$ cat config.mk
export PLATFORM = sky130hd
export DESIGN_NAME = multiplexeur_arbitre
export DESIGN_NICKNAME = d
export VERILOG_FILES = /design/src/rtl/multiplexeur_arbitre.sv
export SDC_FILE = /design/constraint.sdc
export NUM_CORES = 1
export LEC_CHECK = 0
export CORE_MARGIN = 4
export CORE_UTILIZATION = 36
export CTS_CLUSTER_SIZE = 20
export DETAILED_ROUTE_END_ITERATION = 8
export PLACE_DENSITY = 0.77
export RECOVER_POWER = 50
export SETUP_SLACK_MARGIN = 0.3
export SYNTH_ARGS = -nofsm -noshare
export SYNTH_HDL_FRONTEND = slang
export SYNTH_SLANG_ARGS = --single-unit
$ cat constraint.sdc
create_clock -name clk -period 2.2 [get_ports clk]
set_clock_uncertainty 0.15 [all_clocks]
set_input_delay 0.44 -clock clk [delete_from_list [all_inputs] [get_ports clk]]
set_output_delay 0.44 -clock clk [all_outputs]
set_load 0.02 [all_outputs]
$ cat src/rtl/multiplexeur_arbitre.sv
// N-to-1 streaming multiplexer with a registered output stage.
// The arbitration policy is chosen per cycle: round-robin, or fixed priority where the lowest index wins.
module multiplexeur_arbitre #(
  parameter  int WIDTH    = 8,
  parameter  int CHANNELS = 4,
  localparam int SEL_W    = $clog2(CHANNELS)
) (
  input  logic                      clk,
  input  logic                      rst,
  input  logic [CHANNELS*WIDTH-1:0] in_data,
  input  logic [CHANNELS-1:0]       in_valid,
  output logic [CHANNELS-1:0]       in_ready,
  input  logic                      mode,
  output logic [WIDTH-1:0]          out_data,
  output logic                      out_valid,
  input  logic                      out_ready,
  output logic [SEL_W-1:0]          out_sel
);

  localparam logic [SEL_W:0] CH_EXT = (SEL_W+1)'(CHANNELS);

  logic [WIDTH-1:0]    ch_data [CHANNELS];
  logic [SEL_W-1:0]    rot_idx [CHANNELS];
  logic [CHANNELS-1:0] rot_valid;

  logic [SEL_W-1:0] ptr_reg, ptr_next;
  logic [WIDTH-1:0] out_data_reg, out_data_next;
  logic [SEL_W-1:0] out_sel_reg, out_sel_next;
  logic             out_valid_reg, out_valid_next;

  logic [SEL_W-1:0] rr_grant, fp_grant, grant_idx;
  logic             any_valid, accept, xfer;

  // rot_idx[gi] is the channel visited at search step gi, starting just after ptr.
  generate
    for (genvar gi = 0; gi < CHANNELS; gi++) begin : g_chan
      logic [SEL_W:0] sum;
      assign ch_data[gi]   = in_data[gi*WIDTH +: WIDTH];
      assign sum           = {1'b0, ptr_reg} + (SEL_W+1)'(gi + 1);
      assign rot_idx[gi]   = (sum >= CH_EXT) ? SEL_W'(sum - CH_EXT) : sum[SEL_W-1:0];
      assign rot_valid[gi] = in_valid[rot_idx[gi]];
    end
  endgenerate

  // Both searches run downward so the last hit written is the highest-priority one.
  always_comb begin
    rr_grant = ptr_reg;
    fp_grant = '0;
    for (int i = CHANNELS - 1; i >= 0; i--) begin
      if (rot_valid[i]) rr_grant = rot_idx[i];
      if (in_valid[i])  fp_grant = SEL_W'(i);
    end
  end

  assign grant_idx = mode ? fp_grant : rr_grant;
  assign any_valid = |in_valid;
  assign accept    = !out_valid_reg || out_ready;
  // Gating by rst keeps in_ready low while the block is held in reset.
  assign xfer      = accept && any_valid && !rst;

  generate
    for (genvar gi = 0; gi < CHANNELS; gi++) begin : g_ready
      assign in_ready[gi] = xfer && (grant_idx == SEL_W'(gi));
    end
  endgenerate

  always_comb begin
    ptr_next       = ptr_reg;
    out_data_next  = out_data_reg;
    out_sel_next   = out_sel_reg;
    out_valid_next = out_valid_reg;
    if (xfer) begin
      ptr_next       = grant_idx;
      out_data_next  = ch_data[grant_idx];
      out_sel_next   = grant_idx;
      out_valid_next = 1'b1;
    end else if (out_ready) begin
      out_valid_next = 1'b0;
    end
  end

  // ptr resets to the last channel so the first round-robin search starts at channel 0.
  always_ff @(posedge clk or posedge rst) begin
    if (rst) begin
      ptr_reg       <= SEL_W'(CHANNELS - 1);
      out_data_reg  <= '0;
      out_sel_reg   <= '0;
      out_valid_reg <= 1'b0;
    end else begin
      ptr_reg       <= ptr_next;
      out_data_reg  <= out_data_next;
      out_sel_reg   <= out_sel_next;
      out_valid_reg <= out_valid_next;
    end
  end

  assign out_data  = out_data_reg;
  assign out_sel   = out_sel_reg;
  assign out_valid = out_valid_reg;

endmodule

==> results.json, run 1 <==
{
  "drt_wl_total_um": 3640,
  "clk_latency_ns": 0.28,
  "yosysSeqAreaShare_pct": 30.5,
  "nNetsFinal": 221,
  "vdd_ir_drop_max_uv": 429,
  "status": "finished with violations",
  "hold_slack_ns": 0.352,
  "place_hpwl_um": 2810,
  "synth_mux_area_share_pct": 7.46,
  "fp.dieW_um": 62.6,
  "rsz0062_at_grt": "true",
  "grt_pass1_wl_um": 5930,
  "synth_area_per_cell_um2": 10.7,
  "cp.required_ns": 1.61,
  "critPathLaunchType": "flip-flop",
  "cts_root_buffer": "clkbuf_4",
  "io_buffers": 54,
  "fp.coreArea_mm2": 0.00281,
  "power_switching_w": 0.000488,
  "gr-total-overflow": 0,
  "die_area_mm2": 0.00392,
  "layout-area-overhead-vs-synth_pct": 83.4,
  "grtUsageTotal_pct": 18.8,
  "largest_register_ffs": 8,
  "viasPerCell": 5.69,
  "placementRows": 19,
  "io_pins": 55,
  "switching_share_pct": 38.8,
  "finalNonFillerCells": 211,
  "seqPwrFrac_pct": 27.7,
  "synth_area_leaders": "dfrtp_1, a41oi_2, o221ai_2, mux2i_1, a41oi_1",
  "ys.warnings.count": 0,
  "placedCellCount": 204,
  "n_fill_cell": 201,
  "fin_ws_ns": -0.347,
  "ant_nets": 0,
  "cts_hold_buf": 0,
  "synth_nets": 140,
  "timing.final.crit_share_pct": 116,
  "synth_compound_area_share_pct": 41.6,
  "hold_path_class": "reg2reg",
  "initial_utilization_pct": 38.3,
  "synthAdderAreaFrac_pct": 0,
  "drt_pass1_iterations": 4,
  "wire_per_inst_um": 17.2,
  "drv_cap": 0,
  "slew_headroom_pct": 64.2,
  "combPwrFrac_pct": 59.7,
  "die_y_um": 62.6,
  "endpoint_kind": "output pin",
  "violations": "setup timing",
  "worstSetupPathType": "reg2out",
  "crit_arrival_ns": 1.96,
  "synth_area_mm2": 0.00107,
  "cts.clk_slew.worst_paths_ns": 0.09,
  "grt_max_degree": 22,
  "synth_top_area_share_pct": 25.6,
  "ys_seq_elements": 13,
  "drt_iter0_drc": 26,
  "cellPowerDensity_mw_per_mm2": 638,
  "drc": 0,
  "intPower_w": 0.000769,
  "path_max_fanout": 6,
  "fin_crit_ns": 2.55,
  "layout-drive-gt1-share_pct": 40.0,
  "vias": 1201,
  "pre_cts_slack_ns": -0.988,
  "grt_pass1_vias": 1283,
  "synthCells": 100,
  "tightest_slew_ns": 0.536,
  "timing.fmax_mhz": 393,
  "gp_congestion": 0.897,
  "n_antenna_cell": 0,
  "place_area_mm2": 0.00185,
  "htreeDepth": 1,
  "clock-sinks": 13,
  "setup_viol": 10,
  "synthSimpleGateAreaFrac_pct": 14.7,
  "timing_max_transition_violations_final": 0,
  "antenna_found_initial": 0,
  "hold_viol": 0,
  "clock_path_buffers": 2,
  "p_leak_nw": 0.783,
  "total_power_w": 0.00126,
  "cts_buffers": 3,
  "clockPowerShare_pct": 12.6,
  "cts_tree": "done",
  "yosysUniqueCellTypes": 31,
  "synthXorXnorAreaFrac_pct": 0,
  "synth_top_family_by_area": "compound AO/OA/AOI/OAI gates",
  "final_cell_area_mm2": 0.00197,
  "synth_largest_area_cell": "dfrtp_1"
}
## critical path: stages, from the launching register on
cell      delay [ns]
dfstp_2         0.59
a21boi_2        0.06
o221a_1         0.23
o41a_1          0.44
buf_4           0.16
nor2_4          0.07
buf_6           0.12
## Yosys cell counts
library cell   n
nor4_1         1
o21ai_0        2
and4bb_2       1
dfrtp_1       11
o21a_1         4
mux2i_1        8
nand2_1       10
o221ai_1       1
nor2_1         8
a41oi_2        7
a211oi_1       3
dfstp_2        2
nor3_1         1
a21o_2         1
inv_1          2
buf_12         1
nand3_1        1
nor3b_1        1
and2_0         1
o221ai_2       7
o41ai_4        1
buf_2          3
or2b_1         3
nand2b_1       4
clkbuf_1       2
a21boi_2       1
a21o_1         1
o41a_1         1
a41oi_1        9
buf_6          1
o221a_1        1
## per-layer routing
metal | share of wire [%] | global-route usage, %
met1 | 40 | 20.8
met2 | 53 | 34.4
met3 | 5.4 | 4.50
met4 | 1.6 | 7.44
met5 | 0 | 0
## layout make-up
| cell class | instances | area (um2) | area share (%) |
|---|---|---|---|
| multi-input cells | 78 | 791 | 40.2 |
| repair buffers | 83 | 778 | 39.5 |
| flip-flops and latches | 13 | 328 | 16.6 |
| well taps | 31 | 38.8 | 1.97 |
| clock buffers | 4 | 26.3 | 1.33 |
| inverters | 2 | 7.51 | 0.381 |
## power groups by stage
stage / logic [W] / registers [W] / clock network, W
2_1_floorplan: 0.000333 / 0.000418 / 0
3_3_place_gp: 0.000694 / 0.000350 / 0
3_5_place_dp: 0.000710 / 0.000351 / 0
4_1_cts: 0.000741 / 0.000349 / 0.000160
5_1_grt: 0.000798 / 0.000357 / 0.000178
6_report: 0.000750 / 0.000349 / 0.000158
## worst paths after layout
check	cells past startpoint	endpoint	slack, ns	from
max reg2reg	7	out_data[7]	-0.04	ptr_reg[1]
min	2	out_data[0]	0.35	out_data[0]
max	6	in_ready[3]	-0.35	ptr_reg[1]
min reg2reg	2	out_data[0]	0.35	out_data[0]
min in group asynchronous	3	out_valid	0.63	rst
max in group asynchronous	3	ptr_reg[1]	0.90	rst
## cell families (layout without fill, tap and decap cells)
logic type / count (synthesis) / after routing
compound gates: 39 / 39
mux: 8 / 8
buf+inv: 9 / 89
flops: 13 / 13
simple gates: 31 / 31
## cells in the final DEF (no fill, tap or decap), types with 3 or more instances in the layout
cell,Yosys,routed
clkdlybuf4s50_1,0,40
buf_4,0,25
dfrtp_1,11,11
a41oi_2,7,9
nand2_1,10,9
o221ai_2,7,7
a41oi_1,9,7
buf_6,1,5
dlymetal6s2s_1,0,5
mux2i_1,8,4
o21a_1,4,4
nor2_4,0,4
clkbuf_4,0,4
dlygate4sd2_1,0,4
nand2b_1,4,3
or2b_1,3,3
mux2i_2,0,3
## stage by stage
| step | util [%] | TNS, ns |
|---|---|---|
| after CTS | 68.8 | -1.56 |
| final | 70.2 | -1.48 |
| after global routing | 70.2 | -2.48 |
| after detailed placement | 65.8 | -9.12 |
| after global placement | 65.8 | -8.41 |
| after floorplan | - | -0.200 |
## what timing repair did
action                     4_1_cts  5_1_grt
pin swaps                        5        2
gates cloned                     0        0
buffers inserted                 2        1
gates resized for setup         37        9
setup endpoints to repair       16       21
Note: power is estimated with default switching activity, not from simulation.
==> run 2: changes to the inputs <==
--- a/config.mk
+++ b/config.mk
@@ -5,6 +5,7 @@
 export SDC_FILE = /design/constraint.sdc
 export NUM_CORES = 1
 export LEC_CHECK = 0
+export ABC_CLOCK_PERIOD_IN_PS = 2200
 export CORE_MARGIN = 4
 export CORE_UTILIZATION = 36
 export CTS_CLUSTER_SIZE = 20
@@ -12,6 +13,7 @@
 export PLACE_DENSITY = 0.77
 export RECOVER_POWER = 50
 export SETUP_SLACK_MARGIN = 0.3
+export SLEW_MARGIN = 10
 export SYNTH_ARGS = -nofsm -noshare
 export SYNTH_HDL_FRONTEND = slang
 export SYNTH_SLANG_ARGS = --single-unit
==> results of run 2 <==
Final layout, timing and power as in run 1 (identical DEF).
==> run 3: changes to the inputs <==
--- a/config.mk
+++ b/config.mk
@@ -6,7 +6,7 @@
 export NUM_CORES = 1
 export LEC_CHECK = 0
 export ABC_CLOCK_PERIOD_IN_PS = 2200
-export CORE_MARGIN = 4
+export CORE_MARGIN = 1.5
 export CORE_UTILIZATION = 36
 export CTS_CLUSTER_SIZE = 20
 export DETAILED_ROUTE_END_ITERATION = 8
==> run 3 against run 2 <==
Compared with the run above: critical path depth rose by 3; worst hold slack better by 0.00083 ns; utilization is 5.2 points higher; clock power hardly changed; sequential share of layout area shrank 1.0 points; largest power group unchanged; the run still ends with setup timing left; global-route usage increased by 4.5 points; wire length is 8.4% higher; cell count rose by 1.9%.
==> results.json, run 3 (same netlist as run 1, synthesis figures left out) <==
{
  "status": "finished with violations",
  "violations": "setup timing",
  "crit_buf_inv": 4,
  "worstSetupPathType": "in2out",
  "timing.fmax_mhz": 395,
  "final_util_pct": 75.4,
  "grtUsageTotal_pct": 23.3,
  "io_buffers": 54,
  "timing.final.crit_share_pct": 115,
  "highest_layer": "met4",
  "initial_utilization_pct": 38.6,
  "cts_hold_buf": 0,
  "met1_length_um": 1570,
  "worstPathCellList": "dlygate4sd2_1, buf_4, o21ai_0, a211oi_2, nor2_2, buf_12, nand3_4, nor2_4, buf_6",
  "placementRows": 19,
  "fin_ws_ns": -0.334,
  "clock-sinks": 13,
  "setup_viol": 14,
  "slew_headroom_pct": 62.7,
  "nNetsFinal": 225,
  "total_power_w": 0.00134,
  "rsz0062_at_grt": "true",
  "drt_iter0_drc": 25,
  "antenna_found_initial": 0,
  "p_leak_nw": 0.804,
  "critPathLaunchType": "primary input",
  "clock_path_buffers": 2,
  "largest_register_ffs": 8,
  "cts_buffers": 3,
  "die_y_um": 57.6,
  "drc": 0,
  "fp.coreArea_mm2": 0.00278,
  "pre_cts_slack_ns": -1.03,
  "endpoint_kind": "output pin",
  "hold_slack_ns": 0.353,
  "crit_arrival_ns": 1.94,
  "layout-area-overhead-vs-synth_pct": 95.5,
  "io_pins": 55,
  "fin_crit_ns": 2.53,
  "dr_wl_met3_um": 210,
  "gr-total-overflow": 0,
  "layout-drive-gt1-share_pct": 44.6,
  "gp_congestion": 0.803,
  "vdd_ir_drop_max_uv": 518,
  "ant_nets": 0,
  "clk_latency_ns": 0.28,
  "htreeDepth": 1,
  "cp.required_ns": 1.61,
  "place_hpwl_um": 2700,
  "fp.dieW_um": 57.6,
  "cts.clk_slew.worst_paths_ns": 0.09,
  "cp_slowest_cell": "dlygate4sd2_1",
  "wire_per_inst_um": 18.3,
  "n_antenna_cell": 0,
  "tightest_slew_ns": 0.558,
  "grt_max_degree": 22,
  "cts_tree": "done",
  "slowest_delay_ns": 0.28,
  "drt_wl_total_um": 3940,
  "drt_pass1_iterations": 4,
  "vias": 1246,
  "crit_family": "buffers and inverters",
  "hold_path_class": "reg2reg",
  "path_max_fanout": 7,
  "grt_pass1_wl_um": 5970,
  "reg2reg_slack_ns": -0.13,
  "die_area_mm2": 0.00332,
  "layout_common_cells": "clkdlybuf4s50_1, buf_4, dfrtp_1",
  "layout_commonest_cell": "clkdlybuf4s50_1",
  "hold_viol": 0,
  "cts_root_buffer": "clkbuf_4",
  "timing_max_transition_violations_final": 0,
  "cellPowerDensity_mw_per_mm2": 639,
  "route.met2.wl_um": 2110,
  "grt_pass1_vias": 1280,
  "viasPerCell": 5.80,
  "drv_cap": 0
}
-- run 3: cell count changes in the layout (fill, tap and decap cells not counted), sizes merged --
cell	change
buf	+4
clkdlybuf4s15	+1
clkdlybuf4s50	+3
dlygate4sd2	-1
dlymetal6s2s	-3
-- run 3: metal layers --
layer | vias to the layer above | global-route usage (%)
met5 | - | 0
met2 | 55 | 39.8
met3 | 4 | 4.31
met1 | 612 | 29.5
met4 | 0 | 7.64
li1 | 575 | -
-- run 3: area by class of cell --
cell class | instances | area (um2)
Clock buffer | 4 | 26.3
Fill cell | 181 | 683
Inverter | 2 | 7.51
Multi-Input combinational cell | 78 | 850
Sequential cell | 13 | 328
Tap cell | 31 | 38.8
Timing Repair Buffer | 87 | 848
-- run 3: worst reg2reg max path: cells and delay by family (launching register included) --
family | cells | cell delay (ns)
buf+inv | 4 | 0.61
simple gates | 1 | 0.13
flops | 1 | 0.59
mux | 1 | 0.19
compound gates | 3 | 0.56
-- run 3: per-stage QoR --
step	std cells	area, um2	setup TNS, ns
2_1_floorplan	100	1140	-0.200
3_3_place_gp	202	1830	-9.32
3_5_place_dp	202	1830	-10.37
4_1_cts	210	1960	-1.42
5_1_grt	215	2100	-3.49
6_report	215	2100	-2.39
-- run 3: report_power, final --
group,internal (W),total [W],switching (W)
Sequential,0.000308,0.000354,0.0000459
Combinational,0.000446,0.000832,0.000386
Clock,0.0000702,0.000156,0.0000857
Total,0.000824,0.00134,0.000518
-- run 3: timing repair --
action | in CTS | in global routing
gates cloned | 0 | 1
endpoints found under the setup margin | 16 | 17
buffers inserted | 4 | 4
resized for setup | 43 | 16
pin swaps | 8 | 8
-- run 3: worst paths after layout --
check | start | end | cells past startpoint
setup / recovery | in_valid[2] | in_ready[1] | 9
setup reg to reg | ptr_reg[1] | out_data[1] | 9
hold reg to reg | out_data[7] | out_data[7] | 2
max in group asynchronous | rst | ptr_reg[1] | 3
min in group asynchronous | rst | out_valid | 3
hold / removal | out_data[7] | out_data[7] | 2
